File: src/rtl/decoder_round_controller.sv
// decoder_round_controller
// Round sequencer for the union-find grid: loads one syndrome frame, times the
// start/stop offer window, then snapshots the grid and streams one result beat
// per defect (or a single "none" beat) over a valid/ready interface.
module decoder_round_controller #(
  parameter int GRID_ROWS         = 4,
  parameter int GRID_COLS         = 5,
  parameter int CORDINATE_WIDTH   = 3,
  parameter int MATCH_VALUE_WIDTH = 6,
  parameter int SETTLE_CYCLES     = 100,
  parameter int OFFER_CYCLES      = 2500
) (
  input  logic                                              clk,
  input  logic                                              reset,
  input  logic [GRID_ROWS*GRID_COLS-1:0]                    syndrome_in,
  input  logic                                              syndrome_valid,
  output logic                                              syndrome_ready,
  output logic [GRID_ROWS*GRID_COLS-1:0]                    measurement_value_out,
  output logic                                              measurement_valid_out,
  output logic                                              start_offer,
  output logic                                              stop_offer,
  input  logic [GRID_ROWS*GRID_COLS-1:0]                    measurement_in,
  input  logic [GRID_ROWS*GRID_COLS*MATCH_VALUE_WIDTH-1:0]  match_value_in,
  output logic                                              result_valid,
  input  logic                                              result_ready,
  output logic [CORDINATE_WIDTH-1:0]                        result_y,
  output logic [CORDINATE_WIDTH-1:0]                        result_x,
  output logic [CORDINATE_WIDTH-1:0]                        result_match_y,
  output logic [CORDINATE_WIDTH-1:0]                        result_match_x,
  output logic                                              result_last,
  output logic                                              result_none,
  output logic                                              busy
);

  localparam int N       = GRID_ROWS * GRID_COLS;
  localparam int CW      = CORDINATE_WIDTH;
  localparam int MVW     = MATCH_VALUE_WIDTH;
  localparam int MAX_CYC = (SETTLE_CYCLES > OFFER_CYCLES) ? SETTLE_CYCLES : OFFER_CYCLES;
  localparam int CNT_W   = $clog2(MAX_CYC + 1);
  localparam int IDX_W   = $clog2(N);

  localparam logic [CNT_W-1:0] SETTLE_LOAD = CNT_W'(SETTLE_CYCLES - 1);
  localparam logic [CNT_W-1:0] OFFER_LOAD  = CNT_W'(OFFER_CYCLES - 1);
  localparam logic [IDX_W-1:0] IDX_LAST    = IDX_W'(N - 1);
  localparam logic [CW-1:0]    COL_LAST    = CW'(GRID_COLS - 1);

  typedef enum logic [3:0] {
    S_IDLE, S_LOAD, S_SETTLE, S_START, S_RUN, S_STOP, S_CAPTURE, S_SCAN, S_EMIT
  } state_t;

  state_t state, state_next;

  logic [CNT_W-1:0]   cnt;
  logic [N-1:0]       snap_meas;
  logic [N*MVW-1:0]   snap_match;
  logic [IDX_W-1:0]   scan_idx;
  logic [CW-1:0]      scan_row;
  logic [CW-1:0]      scan_col;
  logic               emitted;

  // Scan helpers: current snapshot bit, whether any defect lies beyond it,
  // its match slice, and the row/column pair of the following index.
  logic               cur_bit;
  logic               any_above;
  logic [N-1:0]       shifted;
  logic [MVW-1:0]     cur_match;
  logic               idx_last;
  logic [CW-1:0]      next_row;
  logic [CW-1:0]      next_col;
  logic               handshake;

  assign shifted   = snap_meas >> scan_idx;
  assign cur_bit   = shifted[0];
  assign any_above = |shifted[N-1:1];
  assign cur_match = snap_match[int'(scan_idx)*MVW +: MVW];
  assign idx_last  = (scan_idx == IDX_LAST);
  assign next_col  = (scan_col == COL_LAST) ? '0 : scan_col + 1'b1;
  assign next_row  = (scan_col == COL_LAST) ? scan_row + 1'b1 : scan_row;
  assign handshake = result_valid && result_ready;

  // State register.
  // NOTE: sequential state uses non-blocking (<=) so every flop samples the
  // pre-edge values of the others; blocking here would create order-dependent races.
  always_ff @(posedge clk or negedge reset) begin
    if (!reset) state <= S_IDLE;
    else        state <= state_next;
  end

  // Next-state decode for the round sequence.
  // NOTE: state_next gets a default before the case so no path leaves it
  // unassigned, which would otherwise infer a latch.
  always_comb begin
    state_next = state;
    unique case (state)
      S_IDLE:    if (syndrome_valid) state_next = S_LOAD;
      S_LOAD:    state_next = S_SETTLE;
      S_SETTLE:  if (cnt == '0) state_next = S_START;
      S_START:   state_next = S_RUN;
      S_RUN:     if (cnt == '0) state_next = S_STOP;
      S_STOP:    state_next = S_CAPTURE;
      S_CAPTURE: state_next = S_SCAN;
      S_SCAN: begin
        if (cur_bit)       state_next = S_EMIT;
        else if (idx_last) state_next = emitted ? S_IDLE : S_EMIT;
      end
      S_EMIT:    if (result_ready) state_next = result_last ? S_IDLE : S_SCAN;
      default:   state_next = S_IDLE;
    endcase
  end

  // Moore outputs decoded from the current state; ready is also held low during reset.
  always_comb begin
    syndrome_ready        = 1'b0;
    measurement_valid_out = 1'b0;
    start_offer           = 1'b0;
    stop_offer            = 1'b0;
    result_valid          = 1'b0;
    busy                  = (state != S_IDLE);
    unique case (state)
      S_IDLE:  syndrome_ready        = reset;
      S_LOAD:  measurement_valid_out = 1'b1;
      S_START: start_offer           = 1'b1;
      S_STOP:  stop_offer            = 1'b1;
      S_EMIT:  result_valid          = 1'b1;
      default: ;
    endcase
  end

  // Datapath: frame register, window counter, grid snapshot, scan position and result beat.
  // NOTE: the snapshot registers are reset along with everything else so an
  // aborted round never leaks stale grid data into a later scan.
  always_ff @(posedge clk or negedge reset) begin
    if (!reset) begin
      measurement_value_out <= '0;
      cnt                   <= '0;
      snap_meas             <= '0;
      snap_match            <= '0;
      scan_idx              <= '0;
      scan_row              <= '0;
      scan_col              <= '0;
      emitted               <= 1'b0;
      result_y              <= '0;
      result_x              <= '0;
      result_match_y        <= '0;
      result_match_x        <= '0;
      result_last           <= 1'b0;
      result_none           <= 1'b0;
    end else begin
      unique case (state)
        S_IDLE:   if (syndrome_valid) measurement_value_out <= syndrome_in;
        S_LOAD:   cnt <= SETTLE_LOAD;
        S_SETTLE: if (cnt != '0) cnt <= cnt - 1'b1;
        S_START:  cnt <= OFFER_LOAD;
        S_RUN:    if (cnt != '0) cnt <= cnt - 1'b1;
        S_CAPTURE: begin
          snap_meas   <= measurement_in;
          snap_match  <= match_value_in;
          scan_idx    <= '0;
          scan_row    <= '0;
          scan_col    <= '0;
          emitted     <= 1'b0;
          result_none <= 1'b0;
        end
        S_SCAN: begin
          if (cur_bit) begin
            result_y       <= scan_row;
            result_x       <= scan_col;
            result_match_y <= cur_match[MVW-1:CW];
            result_match_x <= cur_match[CW-1:0];
            result_last    <= !any_above;
            result_none    <= 1'b0;
            emitted        <= 1'b1;
          end else if (idx_last) begin
            // Empty round: a single all-zero beat flagged none and last.
            result_y       <= '0;
            result_x       <= '0;
            result_match_y <= '0;
            result_match_x <= '0;
            result_last    <= 1'b1;
            result_none    <= !emitted;
          end else begin
            scan_idx <= scan_idx + 1'b1;
            scan_row <= next_row;
            scan_col <= next_col;
          end
        end
        S_EMIT: begin
          if (handshake && !result_last) begin
            scan_idx <= scan_idx + 1'b1;
            scan_row <= next_row;
            scan_col <= next_col;
          end
        end
        default: ;
      endcase
    end
  end

endmodule

File: config.mk
export PLATFORM = sky130hd
export DESIGN_NAME = decoder_round_controller
export DESIGN_NICKNAME = d
export VERILOG_FILES = /design/src/rtl/decoder_round_controller.sv
export SDC_FILE = /design/constraint.sdc
export NUM_CORES = 1
export LEC_CHECK = 0
export ABC_AREA = 1
export ABC_CLOCK_PERIOD_IN_PS = 1800
export CORE_UTILIZATION = 33
export DETAILED_ROUTE_END_ITERATION = 10
export GPL_ROUTABILITY_DRIVEN = 0
export HOLD_SLACK_MARGIN = 0.12
export PLACE_DENSITY = 0.66
export SLEW_MARGIN = 20
export SYNTH_ARGS = -nofsm -noshare
export SYNTH_HDL_FRONTEND = slang
export SYNTH_SLANG_ARGS = --single-unit
File: constraint.sdc
create_clock -name clk -period 1.8 [get_ports clk]
set_input_delay 0.27 -clock clk [delete_from_list [all_inputs] [get_ports clk]]
set_output_delay 0.27 -clock clk [all_outputs]
set_load 0.005 [all_outputs]
==> impl_metrics.py <==
metrics = {
    "run_status": {
        "status": "finished with violations",
        "violations": "setup timing",
    },
    "synth": {
        "ys_seq_area_share_pct": 51.4,
        "netlist-cell-type-count": 41,
        "synthAdderAreaFrac_pct": 0.764,
        "edff_count_synth": 0,
        "synth.cell_area_um2": 9830,
        "number_of_warnings_issued_by_yosys": 0,
        "yosys-mux-area-fraction_pct": 2.29,
        "synth-async-reset-ratio_pct": 100,
        "nets_in_the_synthesized_netlist": 1432,
        "synth_compound_gate_area_share_pct": 11.1,
        "syn_avg_cell_area_um2": 7.79,
        "yosys.area_share.xor_xnor_pct": 0.713,
        "post_synth_inst_count": 1262,
        "ys_dominant_reg_cell": "sky130_fd_sc_hd__dfrtp_1",
        "yosys.area_share.simple_pct": 27.4,
        "synth_top_family_by_area": "simple AND/OR/NAND/NOR gates",
        "seq_cells_post_synth": 202,
    },
    "pwr": {
        "ir_drop_uv": 856,
        "p_per_area_nw_per_um2": 1700,
        "leakage_nw": 6.73,
        "report.power.total_mw": 24.1,
    },
    "floorplan": {
        "floorplan.die.height_um": 175,
        "die_w_um": 175,
        "pin_count": 204,
        "core.rowCount": 62,
        "die_area_um2": 30500,
        "start_util_pct": 33.9,
        "core_area_um2": 29000,
    },
    "grt": {
        "grt_first_pass_wirelength_um": 47300,
        "grt_antenna_before_repair": 0,
        "grt_max_degree": 105,
        "first_global_vias": 8908,
        "globalRouteTotalUtil_pct": 19.5,
        "grt_overflow_total": 0,
    },
    "cells_and_area": {
        "final_design_area_no_fill_um2": 14200,
        "final_common_cell": "sky130_fd_sc_hd__nand2_1",
        "area.sequential_um2": 5060,
        "area_growth_syn_to_layout_pct": 44.1,
        "diodes": 0,
        "nNetsFinal": 1683,
        "mostFrequentLayoutCells": "sky130_fd_sc_hd__nand2_1 (523), sky130_fd_sc_hd__dfrtp_1 (200), sky130_fd_sc_hd__clkdlybuf4s50_1 (196)",
        "multi_input_comb_area_um2": 4500,
        "post_route_cells_drive_above_1_share_pct": 15.0,
        "final.fill_count": 2764,
    },
    "place": {
        "dp_hpwl_um": 20500,
        "number_of_port_buffers": 203,
        "placed_cell_area_um2": 12600,
    },
    "worst_setup_path": {
        "critPathLaunchType": "flip-flop",
        "critical_path.reg2reg.startpoint": "scan_idx[0]",
        "worstPathBufferInverterCount": 2,
        "critPathTopFamily": "simple AND/OR/NAND/NOR gates",
        "worst-setup-path-type": "flip-flop to flip-flop",
        "worstSetupStartpoint": "scan_idx[0]",
        "slowest_delay_ps": 540,
        "worst-endpoint-required_ps": 2200,
        "r2r_cells": 12,
        "capturing_element_type_of_the_critical_path": "flip-flop",
        "critical-path-slowest-cell": "sky130_fd_sc_hd__dfrtp_4",
        "cp.depth": 12,
        "r2r_end": "state[2]",
        "regToRegSetupSlack_ps": -100,
        "cp.arrival_ps": 2300,
        "critical_path.endpoint": "state[2]",
        "timing.critical_path.cells": "bufbuf_16 > nand2_2 > nand3_1 > nand2_1 > nand2_1 > nand3_2 > nand3_4 > buf_6 > nor2_4 > nor2_4 > o21ai_1 > nand2_1",
        "cp_common_cell": "sky130_fd_sc_hd__nand2_1",
        "critPathMaxFanout": 5,
    },
    "clocking": {
        "cts_inserted_buffers": 24,
        "clockRootBuffer": "sky130_fd_sc_hd__clkbuf_16",
        "insertion_delay_ps": 530,
        "worst_setup_hold_path_clk_slew_ps": 60,
        "clkSinkCount": 202,
        "cts_tree": "yes",
        "cts-root-to-sink-buffers": 3,
        "ctsHtreeMaxLevel": 1,
    },
    "routing": {
        "drt-wirelength-per-cell_um": 15.9,
        "vias_per_cell": 4.79,
        "remaining_drc_errors": 0,
        "dr_total_vias": 9175,
        "drtAntennaViolNets": 0,
        "wirelength_um": 30400,
        "detailedRoute.firstPassIterationCount": 5,
        "drtIter0Drc": 696,
    },
    "sta": {
        "timing.final.crit_share_pct": 105,
        "maxSlewViolCount": 0,
        "rsz0062_at_grt": "true",
        "tightestPinTransition_ps": 592,
        "final_hold_viol_count": 0,
        "report.final.setup_viol": 40,
        "slew_headroom_pct": 60.5,
        "setup_ws_ps": -98.8,
        "final.setup.tns_ps": -1270,
        "finClkSkew_ps": 17.3,
        "time_the_worst_path_needs_with_i_o_delays_and_setup_ps": 1900,
        "maxClockFrequency_mhz": 527,
    },
    "run": {
        "max-cap-violations": 0,
    },
    "min_path": {
        "hold_path_class": "input port to flip-flop",
    },
}
## layer usage
layer	part of all wire, %	vias up	track usage [%]
met2	49	270	32.5
met5	0	-	0
met4	2.5	0	5.43
met3	5.0	47	2.18
li1	-	4487	-
met1	44	4371	26.8
## logic make-up after synthesis
logic type | after synthesis
fa+ha+maj | 6
mux | 20
simple gates | 679
xor+xnor | 8
compound gates | 204
flops | 202
buf+inv | 143
## sequential cells by signal (all words and copies together) (netlist names)
| name | count |
|---|---|
| scan_row | 3 |
| snap_match | 120 |
| result_none | 1 |
| result_y | 3 |
| result_last | 1 |
| snap_meas | 20 |
| cnt | 12 |
| emitted | 1 |
| state | 4 |
| result_match_x | 3 |
| scan_idx | 5 |
| measurement_value_out | 20 |
| scan_col | 3 |
| result_x | 3 |
| result_match_y | 3 |
## final cells by class
cell class,count,area share [%]
clock buffers,32,4.81
clock inverters,11,0.866
inverters,80,2.28
multi-input cells,918,31.8
flip-flops and latches,202,35.7
well taps,384,3.39
repair buffers,286,21.1
repair inverters,1,0.0795
## where the power goes
group	internal, mW	switching [mW]	total (mW)	leakage, nW
clock	2.94	1.98	4.93	0.398
combinational	5.17	5.99	11.2	3.85
sequential	6.69	1.30	7.99	2.48
## worst min-delay path, cell delays in order
cell                              delay (ps)
sky130_fd_sc_hd__clkdlybuf4s50_1         390
sky130_fd_sc_hd__nand2_1                  60
sky130_fd_sc_hd__nand2_1                  40
## synthesized netlist by cell type (all sizes together), types with 6 or more instances
| cell type | n | area (um2) |
|---|---|---|
| nand2 | 542 | 2050 |
| dfrtp | 202 | 5050 |
| o21ai | 148 | 763 |
| nor2 | 96 | 375 |
| inv | 80 | 300 |
| buf | 33 | 209 |
| a21oi | 32 | 160 |
| clkbuf | 30 | 113 |
| nand3 | 23 | 138 |
| mux2 | 20 | 225 |
| o22ai | 12 | 75.1 |
| nand4 | 7 | 43.8 |
| xor2 | 7 | 61.3 |
| a21boi | 6 | 45.0 |
| ha | 6 | 75.1 |
## through the flow
step | std cells | utilization, % | hold slack [ps] | worst slack (ps)
floorplan | 1262 | - | -25.6 | 149
global placement | 1842 | 43.5 | 412 | -204
detailed placement | 1842 | 43.5 | 419 | -233
CTS | 1903 | 47.5 | 255 | -41.1
global route | 1914 | 48.8 | 276 | -197
finish | 1914 | 48.8 | 274 | -98.8
## worst min-delay path by stage
stage               slack (ps)  cells after the start                 from               to
finish                     270                      3   match_value_in[51]   snap_match[51]
detailed placement         420                      2                reset           cnt[4]
global placement           410                      2                reset           cnt[3]
floorplan                  -30                      0                reset           cnt[0]
CTS                        250                      3   match_value_in[51]   snap_match[51]
global route               280                      3  match_value_in[111]  snap_match[111]
## timing repair
| action | 4_1_cts | 5_1_grt |
|---|---|---|
| endpoints found under the hold margin | 101 | 0 |
| gates resized for setup | 98 | 75 |
| hold buffers | 1 | 0 |
| gates cloned | 4 | 4 |
| endpoints found under the setup margin | 34 | 84 |
| pin swaps | 20 | 22 |
| buffers inserted | 13 | 7 |
Note: power is estimated with default switching activity, not from simulation.
